--- config.mk ---
export PLATFORM = sky130hd
export DESIGN_NAME = redundant_pair_generator
export DESIGN_NICKNAME = d
export VERILOG_FILES = /design/src/rtl/redundant_pair_generator.sv
export SDC_FILE = /design/constraint.sdc
export NUM_CORES = 1
export LEC_CHECK = 0
export CORE_MARGIN = 2
export CORE_UTILIZATION = 35
export DETAILED_ROUTE_END_ITERATION = 8
export HOLD_SLACK_MARGIN = 0.06
export MAX_ROUTING_LAYER = met4
export PLACE_DENSITY = 0.53
export SLEW_MARGIN = 20
export SYNTH_ARGS = -nofsm -noshare
export SYNTH_HDL_FRONTEND = slang
export SYNTH_SLANG_ARGS = --single-unit
--- constraint.sdc ---
create_clock -name clk -period 12.7 [get_ports clk]
set_input_delay 1.27 -clock clk [delete_from_list [all_inputs] [get_ports clk]]
set_output_delay 1.27 -clock clk [all_outputs]
set_load 0.02 [all_outputs]
--- src/rtl/redundant_pair_generator.sv ---
// Walks one fh x fw filter window and streams every lowered-index pair that
// becomes redundant under stride st, one pair per accepted handshake.
module redundant_pair_generator #(
  parameter int unsigned WORD_WIDTH = 8
) (
  input  logic                  clk,
  input  logic                  reset,
  input  logic                  start,
  input  logic [WORD_WIDTH-1:0] fw,
  input  logic [WORD_WIDTH-1:0] fh,
  input  logic [WORD_WIDTH-1:0] st,
  input  logic                  out_ready,
  output logic                  out_valid,
  output logic [WORD_WIDTH-1:0] idx1,
  output logic [WORD_WIDTH-1:0] idx2,
  output logic                  out_last,
  output logic                  busy,
  output logic                  done,
  output logic [WORD_WIDTH-1:0] pair_cnt
);

  // Column arithmetic carries one extra bit so c + st never wraps.
  localparam int unsigned CW = WORD_WIDTH + 1;

  typedef enum logic [1:0] {IDLE, EMIT, DONE} state_t;

  state_t                state;
  logic [WORD_WIDTH-1:0] fw_q, fh_q, st_q;
  logic [WORD_WIDTH-1:0] row_q, base_q;
  logic [CW-1:0]         c1_q, c2_q;

  logic [CW-1:0]         c2_step, c1_inc, c1_step;
  logic [WORD_WIDTH-1:0] nrow, nbase;
  logic [CW-1:0]         nc1, nc2;
  logic                  nlast;
  logic                  no_pair;
  logic                  first_last;

  // Successor of the current pair: next c2, else next c1, else next row.
  always_comb begin
    c2_step = c2_q + CW'(st_q);
    c1_inc  = c1_q + CW'(1);
    c1_step = c1_inc + CW'(st_q);
    nrow    = row_q;
    nbase   = base_q;
    nc1     = c1_q;
    nc2     = c2_step;
    if (c2_step < CW'(fw_q)) begin
      nc2 = c2_step;
    end else if (c1_step < CW'(fw_q)) begin
      nc1 = c1_inc;
      nc2 = c1_step;
    end else begin
      nrow  = row_q + WORD_WIDTH'(1);
      nbase = base_q + fw_q;
      nc1   = '0;
      nc2   = CW'(st_q);
    end
    nlast = ((CW'(nrow) + CW'(1)) == CW'(fh_q)) &&
            ((nc2 + CW'(st_q)) >= CW'(fw_q)) &&
            ((nc1 + CW'(1) + CW'(st_q)) >= CW'(fw_q));
  end

  // Decisions on the raw configuration at start acceptance.
  always_comb begin
    no_pair    = (fw == '0) || (fh == '0) || (st == '0) || (st >= fw);
    first_last = (fh == WORD_WIDTH'(1)) &&
                 ((CW'(st) + CW'(st)) >= CW'(fw)) &&
                 ((CW'(st) + CW'(1)) >= CW'(fw));
  end

  always_ff @(posedge clk) begin
    if (reset) begin
      state     <= IDLE;
      fw_q      <= '0;
      fh_q      <= '0;
      st_q      <= '0;
      row_q     <= '0;
      base_q    <= '0;
      c1_q      <= '0;
      c2_q      <= '0;
      out_valid <= 1'b0;
      idx1      <= '0;
      idx2      <= '0;
      out_last  <= 1'b0;
      busy      <= 1'b0;
      done      <= 1'b0;
      pair_cnt  <= '0;
    end else begin
      case (state)
        IDLE: begin
          done <= 1'b0;
          if (start) begin
            fw_q     <= fw;
            fh_q     <= fh;
            st_q     <= st;
            pair_cnt <= '0;
            busy     <= 1'b1;
            if (no_pair) begin
              state <= DONE;
              done  <= 1'b1;
            end else begin
              state     <= EMIT;
              row_q     <= '0;
              base_q    <= '0;
              c1_q      <= '0;
              c2_q      <= CW'(st);
              idx1      <= '0;
              idx2      <= st;
              out_last  <= first_last;
              out_valid <= 1'b1;
            end
          end
        end
        EMIT: begin
          if (out_valid && out_ready) begin
            pair_cnt <= pair_cnt + WORD_WIDTH'(1);
            if (out_last) begin
              out_valid <= 1'b0;
              out_last  <= 1'b0;
              state     <= DONE;
              done      <= 1'b1;
            end else begin
              row_q    <= nrow;
              base_q   <= nbase;
              c1_q     <= nc1;
              c2_q     <= nc2;
              idx1     <= nbase + WORD_WIDTH'(nc1);
              idx2     <= nbase + WORD_WIDTH'(nc2);
              out_last <= nlast;
            end
          end
        end
        DONE: begin
          done  <= 1'b0;
          busy  <= 1'b0;
          state <= IDLE;
        end
        default: state <= IDLE;
      endcase
    end
  end

endmodule
==> metrics.md <==
| Metric | Value |
|---|---|
| Required time of the critical path | 12990 ps |
| Setup TNS | 0 ps |
| Final GP Congestion | 0.921 |
| Maximum number of pins on one net before global-route repair | 62 |
| Number of instances on the worst hold path | 2 |
| Number of buffers added to fix hold violations after cts | 0 |
| Number of buffers added by the clock tree synthesis step | 9 |
| Sequential Area | 1760 um^2 |
| Antenna cells | 0 |
| Critical R2R Capture | out_last$_SDFFE_PP0P_ |
| Setup WS pre-CTS | 5380 ps |
| Hold Crit Class | flip-flop to flip-flop |
| Count of max-cap constraint violations | 0 |
| Initial cell density of the core | 0.357 |
| Net switching fraction of the power | 0.446 |
| Least-Margin Pin Slew | 1010 ps |
| Crit path max fanout | 26 |
| Sequential cell area fraction in the yosys report | 0.226 |
| Worst Setup Start Kind | flip-flop |
| Number of unique standard cell types used by synthesis | 73 |
| Synth Area per Inst | 8.05 um^2 |
| Crit Reg-Reg Startpoint | c1_q[4]$_SDFFE_PP0P_ |
| Syn. warnings | 0 |
| Fraction of power consumed by the clock network | 0.232 |
| Count of cells resized by post-cts repair | 0 |
| GR Util met3 | 0.0306 |
| Total count of max-transition violations in the final report | 0 |
| Gate count of the mapped netlist | 970 |
| Combined global-route utilization of all metal layers | 0.201 |
| Relative max-transition margin | 0.324 |
| Share of total power in sequential cells | 0.262 |
| Post-detailed-placement half-perimeter wirelength | 17.0 mm |
| Antenna violations before repair | 0 |
| Clock Tree Buf Depth | 2 |
| Routed wire length | 22.7 mm |
| Arrival time of the worst setup path | 7660 ps |
| Root Buffer | sky130_fd_sc_hd__clkbuf_16 |
| Final period demand of the worst path | 7370 ps |
| Internal | 0.000685 W |
| Number of enable flip-flop cells after synthesis | 0 |
| DIE AREA | 23500 um^2 |
| Netlist area before placement | 7810 um^2 |
| Fin worst setup slack | 5330 ps |
| Count of final setup violators | 0 |
| Die Y-Extent | 153 um |
| Register-to-register setup slack | 5330 ps |
| Vias after detailed routing | 6856 |
| Port Buf Inserts | 55 |
| R2R cell count | 32 |
| Vias in the first global route | 6646 |
| Worst hold path startpoint | idx1[5]$_SDFFE_PP0P_ |
| Category of the most critical setup path | flip-flop to flip-flop |
| Share of async-settable or async-resettable flops after synthesis | 0 |
| Setup Fix Bufs, Post-CTS | 0 |
| Total power per unit cell area | 140 nW/um^2 |
| 1st-iter DRT viols | 399 |
| Area growth from synthesis to layout | 13.4% |
| Clock-pin slew on the worst setup and hold paths | 80 ps |
| Unrepaired setup endpoints after global routing | false |
| Fillers | 2284 |
| DRT Pass-1 Iters | 5 |
| Met2 track demand over resource in global routing | 0.309 |
| Clock Skew | 13.6 ps |
| Multi-input gate area in the final layout | 5680 um^2 |
| Crit. End Element | flip-flop |
| Final ANT Viol Nets | 0 |
| Clock tree from TritonCTS | yes |
| Final Util | 0.405 |
| Power share of the combinational group | 0.506 |
| Avg WL per Cell | 17.7 um |
| Run status | completed |
| Number of H-tree branching levels | 3 |
| Most Used Layer, Global Route | met2 |
| Fraction of final layout cells sized beyond drive strength 1 | 0.0500 |
| Clock latency reported for the late side of the worst-skew pair | 370 ps |
| FF+latch count, synth | 88 |
| I/O Pins | 56 |
| Clock sinks | 88 |
| DRC violation count after routing | 0 |
| First-pass GRT wire length | 36.5 mm |
| Syn Nets | 1124 |
| Switching Power | 0.000551 W |
| Peak VDD IR | 82.9 uV |
| Tcrit/Tclk final | 0.580 |
| Met1 Usage GRT | 0.278 |
| Die width | 153 um |
| FP Rows | 54 |
| Dominant synthesized flop cell | sky130_fd_sc_hd__dfxtp_1 |
| Master of the slowest instance on the critical path | sky130_fd_sc_hd__a21boi_4 |
| Routed vias/inst | 5.36 |
| Overall overflow remaining after global route | 0 |
| Endpoint of the worst hold-timing path | idx1[5]$_SDFFE_PP0P_ |
| Total Nets Final | 1149 |
| Final hold vios | 0 |
| Delay contributed by the slowest stage of the critical path | 740 ps |
| Fmax achieved | 0.136 GHz |
| Hold_ws | 456 ps |
| Placeable core region | 21900 um^2 |
| Leakage | 3.75 nW |
[synthesized netlist by cell type (all sizes together), types with 7 or more instances]
cell,number,area share
ha,119,0.19
mux2,8,0.012
o21bai,8,0.0077
a21oi,97,0.062
buf,12,0.010
dfxtp,88,0.23
xor2,27,0.030
nor2,91,0.044
nand2b,9,0.0072
inv,44,0.021
a211oi,19,0.019
a21o,16,0.015
o21a,16,0.016
mux2i,11,0.014
o21ai,44,0.029
fa,7,0.018
clkbuf,36,0.017
a22oi,25,0.024
nand2,104,0.050
nand3,23,0.016
nor2b,13,0.010
nor3,19,0.013
nand4,9,0.0072
xnor2,48,0.056
[routing by layer]
layer  up-vias  routed length, um
li1       3521                  -
met1      3169              11400
met2       134              10200
met3        32                789
met4         0                384
met5         -                  0
[worst max path at each step]
stage / from / to / slack, ps / cells past startpoint
3_3_place_gp: c1_q[2]$_SDFFE_PP0P_ / out_last$_SDFFE_PP0P_ / 5620 / 31
5_1_grt: c1_q[4]$_SDFFE_PP0P_ / out_last$_SDFFE_PP0P_ / 4560 / 32
6_report: c1_q[4]$_SDFFE_PP0P_ / out_last$_SDFFE_PP0P_ / 5330 / 32
4_1_cts: c1_q[2]$_SDFFE_PP0P_ / out_last$_SDFFE_PP0P_ / 5330 / 31
3_5_place_dp: c1_q[2]$_SDFFE_PP0P_ / out_last$_SDFFE_PP0P_ / 5380 / 31
2_1_floorplan: c1_q[0]$_SDFFE_PP0P_ / out_last$_SDFFE_PP0P_ / 6450 / 33
[state kept, by name, indices dropped and copies added (netlist names)]
name       flops
c1_q           9
c2_q           9
base_q         8
fh_q           8
fw_q           8
idx1           8
idx2           8
pair_cnt       8
row_q          8
st_q           8
state          2
busy           1
done           1
out_last       1
out_valid      1
[placed cells by master, fill, tap and decap left out, drive strengths merged, types with 6 or more instances in the layout]
master,netlist,routed
ha,119,119
o21a,16,16
a211oi,19,19
nor4,6,6
nand3,23,23
a21oi,97,97
o21ai,44,44
nor2b,13,13
and3,6,6
nand4,9,9
fa,7,7
xnor2,48,48
clkbuf,36,9
a22oi,25,25
inv,44,50
nand2,104,104
nor2,91,91
buf,12,8
xor2,27,27
nand2b,9,9
mux2i,11,11
clkdlybuf4s50,0,54
a21o,16,16
mux2,8,8
dfxtp,88,88
o21bai,8,8
nor3,19,19
[final cells by class]
cell class	count	area share
clock buffer	9	0.0254
clock inverter	7	0.00862
inverter	44	0.0186
multi-input combinational	790	0.641
sequential	88	0.199
tap	280	0.0396
timing repair buffer	62	0.0675
[worst max-delay path: cells and delay by family, from the launching register on]
kind	cells	cell delay, ps
AO/OA/AOI/OAI	17	4160
XOR/XNOR	3	530
adder cells (fa/ha/maj)	4	1230
buffers and inverters	1	60
flip-flops	1	450
AND/OR/NAND/NOR	7	840
[stage by stage]
| step | instances | area [um^2] | total power [W] |
|---|---|---|---|
| after global routing | 1280 | 8860 | 0.00133 |
| after CTS | 1280 | 8860 | 0.00124 |
| after detailed placement | 1264 | 8550 | 0.000951 |
| final | 1280 | 8860 | 0.00124 |
| after global placement | 1264 | 8550 | 0.000953 |
| after floorplan | 970 | 7810 | 0.000787 |
[kinds of logic after synthesis]
group | synth area share
compound gates | 0.223
xor+xnor | 0.0894
fa+ha+maj | 0.209
buf+inv | 0.0489
flops | 0.226
mux | 0.0256
simple gates | 0.179
[power groups by stage]
| stage | Clock, W | Combinational [W] | Sequential [W] |
|---|---|---|---|
| after floorplan | 0 | 0.000458 | 0.000330 |
| after global placement | 0 | 0.000622 | 0.000331 |
| after detailed placement | 0 | 0.000620 | 0.000331 |
| after CTS | 0.000292 | 0.000624 | 0.000325 |
| after global routing | 0.000304 | 0.000697 | 0.000328 |
| final | 0.000286 | 0.000625 | 0.000324 |
(Power assumes the default switching activity.)
==> patch 1 (same settings) <==
Re-encode `state_t` (3 states) as one-hot, 3 bits wide.
--- a/src/rtl/redundant_pair_generator.sv
+++ b/src/rtl/redundant_pair_generator.sv
@@ -23,5 +23,5 @@
   localparam int unsigned CW = WORD_WIDTH + 1;
 
-  typedef enum logic [1:0] {IDLE, EMIT, DONE} state_t;
+  typedef enum logic [2:0] {IDLE = 3'b001, EMIT = 3'b010, DONE = 3'b100} state_t;
 
   state_t                state;
Check against the original RTL: no difference found for any inputs over 4 cycles, from zero or initial values and one cycle with reset high; so few cycles prove little.
==> patch 1 against the original RTL <==
Final cell count grew 4.2%. Global-route usage grew 0.43 points. Synthesized area grew 1.8%. Sequential cell count grew 1. Wire length grew 1.6%. Worst setup slack gained 0.69 ns. Count of clock-buffer cells in the layout is the same. Die area grew 1.7%. Critical path depth shrank 3. Sequential power shrank 4%. First-iteration DRC count shrank 18%. Design area grew 2.0%. Non-clock buffer count grew 4. Power shrank 17%. Critical endpoint unchanged. Largest cell class unchanged. Largest power group unchanged.
==> patch 1: results <==
set metrics [dict create \
    r2r_setup_slack_ns 6.02 \
    cp_slowest_cell "a2111oi_0" \
    drive_above_1_share_pct 5.15 \
    cts_resized 0 \
    n_antenna_cell 0 \
    synth.area.top_cells "dfxtp_1 (22%), ha_1 (18%), a21oi_1 (7.4%), nand2_1 (6.0%), xnor2_1 (5.2%)" \
    cts_max_level 3 \
    fin_nets 1194 \
    dr.pass1.iters 5 \
    numCtsBuffers 9 \
    vias 7256 \
    post_cts_buffers 0 \
    port_buffers 55 \
    status "completed" \
    crit_fanout 15 \
    drt-total-wl_mm 23.1 \
    final.fill_count 2356 \
    hold_class "reg -> reg" \
    root_buffer "clkbuf_16" \
    timing.rr.start "c1_q[2]" \
    synth_top_flop_cell "dfxtp_1" \
    relSlewSlack_pct 36.0 \
    grt_pass1_vias 7041 \
    clk_latency_ns 0.36 \
    drt_iter0_drc 329 \
    globalplace.congestion 0.867 \
    fin_worst_skew_ns 0.00801 \
    grt_use_total_pct 20.5 \
    synth-seq-area-share_pct 22.4 \
    max-vdd-ir-drop_mv 0.0727 \
    yosysUniqueCellTypes 77 \
    whs_path_depth 2 \
    ff2ff_path_depth 29 \
    synth_common_cells "nand2_1 (128), a21oi_1 (118), ha_1 (115), dfxtp_1 (89), nor2_1 (76)" \
    reg2reg_to "out_last" \
    clk_pin_slew_ns 0.08 \
    clock_path_buffers 2 \
    hpwl_mm 17.2 \
    grt_pass1_wl_mm 37.8 \
    grt_max_degree 86 \
    crit_end "out_last" \
    arrival_ns 6.92 \
    crit_path_max_incr_delay_ns 0.45 \
    leakage_uw 0.00382 \
]
==> patch 1: cell types whose count changed after synthesis, sizes merged, moves of 6 or more <==
cell | before | now
nand2 | 104 | 129
o21bai | 8 | 14
o21a | 16 | 2
nor2b | 13 | 5
o21ai | 44 | 55
a21oi | 97 | 119
nand3 | 23 | 36
nor3 | 19 | 29
a22oi | 25 | 12
nor2 | 91 | 76
buf | 12 | 6
xor2 | 27 | 34
==> patch 1: kinds of logic (layout without fill, tap and decap cells) <==
family | count (synthesis) | in the layout | synth area share (%)
and+or+nand+nor | 326 | 326 | 18.5
AOI/OAI and AO/OA | 287 | 287 | 23.1
adders and majority gates | 122 | 122 | 19.9
buffers and inverters | 94 | 129 | 4.66
DFF | 89 | 89 | 22.4
xor gates and xnor gates | 83 | 83 | 9.74
muxes | 13 | 13 | 1.72
==> patch 1: layout make-up <==
| cell class | instances | share of cell area (%) |
|---|---|---|
| inverter | 47 | 1.95 |
| timing repair buffer | 66 | 6.95 |
| clock buffer | 9 | 2.49 |
| tap | 285 | 3.95 |
| sequential | 89 | 19.7 |
| clock inverter | 7 | 0.678 |
| multi-input combinational | 831 | 64.3 |
==> patch 1: worst min-delay path by stage <==
stage | start | endpoint | slack [ns]
2_1_floorplan | c2_q[2] | c2_q[2] | 0.44
3_3_place_gp | idx1[2] | idx1[2] | 0.44
3_5_place_dp | idx1[6] | idx1[6] | 0.45
4_1_cts | idx1[6] | idx1[6] | 0.46
5_1_grt | idx1[0] | idx1[0] | 0.48
6_report | idx1[6] | idx1[6] | 0.46
==> patch 1: where the power goes <==
group          switching [µW]  internal [µW]
Combinational             271            172
Sequential               17.6            294
Clock                     136            138
Total                     424            603
==> patch 1: metal layers <==
layer / GRT usage [%] / vias to the layer above / part of all wire, %
li1: - / 3665 / -
met4: 6.26 / 0 / 2.3
met3: 2.97 / 36 / 3.2
met1: 27.5 / 3437 / 49
met2: 32.1 / 118 / 45
met5: - / - / 0
==> patch 1: metrics by stage <==
step           instances  worst slack [ns]  hold slack (ns)  cell area (µm²)
2_1_floorplan       1014              6.60            0.436             7950
3_3_place_gp        1318              6.26            0.442             8750
3_5_place_dp        1318              6.09            0.446             8750
4_1_cts             1334              6.07            0.456             9040
5_1_grt             1334              5.43            0.478             9040
6_report            1334              6.02            0.455             9040
==> patch 1: critical path, delay by kind of cell, from the launching register on <==
kind / cells / cell delay [ns]
buf+inv: 1 / 0.30
xor+xnor: 3 / 0.62
simple gates: 9 / 1.26
compound gates: 11 / 2.38
fa+ha+maj: 5 / 1.55
flops: 1 / 0.43
==> patch 2 (config.mk and constraints unchanged) <==
Without the edit above. Change the parameter `WORD_WIDTH` from 8 to 10.
--- a/src/rtl/redundant_pair_generator.sv
+++ b/src/rtl/redundant_pair_generator.sv
@@ -2,5 +2,5 @@
 // becomes redundant under stride st, one pair per accepted handshake.
 module redundant_pair_generator #(
-  parameter int unsigned WORD_WIDTH = 8
+  parameter int unsigned WORD_WIDTH = 10
 ) (
   input  logic                  clk,
Interface: changed (6 resized); port bits go from 56 to 68. No check against the original RTL was run, so the function may have changed too.
==> patch 2 against the original RTL <==
Die area rose by 26%. Fmax fell by 4.4%. Wire length rose by 34%. Critical endpoint unchanged. Combinational power rose by 36%. Synthesized area rose by 27%. Power rose by 25%. Clock skew rose by 0.0017 ns. Largest cell class unchanged. Design area rose by 27%. Worst setup slack got worse by 0.34 ns. Sequential cell count rose by 20.
==> patch 2: results <==
set metrics [dict create \
    inv_count 67 \
    synth_fa_ha_area_share_pct 19.8 \
    gr-usage-met3_pct 2.93 \
    final.fill_count 2869 \
    grt_util_met2_pct 34.6 \
    wl_met3_mm 1.02 \
    drt_iter0_drc 622 \
    status "completed" \
    p_switching_uw 719 \
    cp_slowest_cell "o21ai_0" \
    synth.area.top_cells "dfxtp_1 (22%), ha_1 (18%), a21oi_1 (6.3%), nand2_1 (5.9%), xnor2_1 (5.1%)" \
    dp_cells 1669 \
    clk_share_pct 2.61 \
    grt_pass1_vias 8501 \
    syn_nets 1455 \
    crit_fanout 17 \
    multi_input_area_share_pct 65.0 \
    grt_pass1_wl_mm 47.9 \
    synth_cells 1268 \
    grt_use_total_pct 21.7 \
    drive_above_1_share_pct 4.36 \
    grt_max_degree 76 \
    arrival_ns 7.99 \
    wl_met2_mm 14.1 \
    hpwl_mm 23.1 \
    synth_compound_area_share_pct 22.8 \
    n_antenna_cell 0 \
    cts_max_level 3 \
    nMultiInputCombCells 1038 \
    globalplace.congestion 0.869 \
    regArea_um2 2160 \
    port_buffers 67 \
    fin_worst_skew_ns 0.0153 \
    drt-total-wl_mm 30.3 \
    use_met1_pct 28.4 \
    final-nonclk-buf-share_pct 6.68 \
    synthMuxAreaShare_pct 1.42 \
    wl_per_cell_um 18.0 \
    pre_cts_slack_ns 5.15 \
    max-vdd-ir-drop_mv 0.0785 \
    tightest_slew_ns 1.04 \
    vias 8971 \
    post_cts_buffers 0 \
    yosys.area_share.xor_xnor_pct 9.00 \
    synth-seq-area-share_pct 21.8 \
    leakage_uw 0.00473 \
    wl_met1_mm 14.4 \
    largest_registers "c1_q: 11 flops, c2_q: 11 flops" \
    synth_common_cells "nand2_1 (155), ha_1 (146), a21oi_1 (125), dfxtp_1 (108), nor2_1 (104)" \
    n_all_buffers 78 \
    nFlopsAndLatches 108 \
    design_area_um2 11200 \
    yosysUniqueCellTypes 79 \
]
==> patch 2: power by group through the flow <==
| stage | Combinational, µW | Sequential, µW | Clock (µW) |
|---|---|---|---|
| 6_report | 851 | 397 | 291 |
| 5_1_grt | 946 | 400 | 314 |
| 4_1_cts | 845 | 397 | 300 |
| 3_5_place_dp | 841 | 405 | 0 |
| 3_3_place_gp | 842 | 405 | 0 |
| 2_1_floorplan | 599 | 403 | 0 |
==> patch 2: path summary, 6_finish.rpt <==
check,from,to,slack [ns],depth (start not counted)
min,row_q[9],row_q[9],0.45,2
max reg2reg,c1_q[1],out_last,4.99,33
max,c1_q[1],out_last,4.99,33
min reg2reg,row_q[9],row_q[9],0.45,2
==> patch 2: worst max-delay path: cells and delay by family (launching register included) <==
kind            cells  cell delay (ns)
buf+inv             1             0.33
simple gates        5             0.92
xor+xnor            3             0.54
compound gates     19             3.76
flops               1             0.45
fa+ha+maj           5             1.59
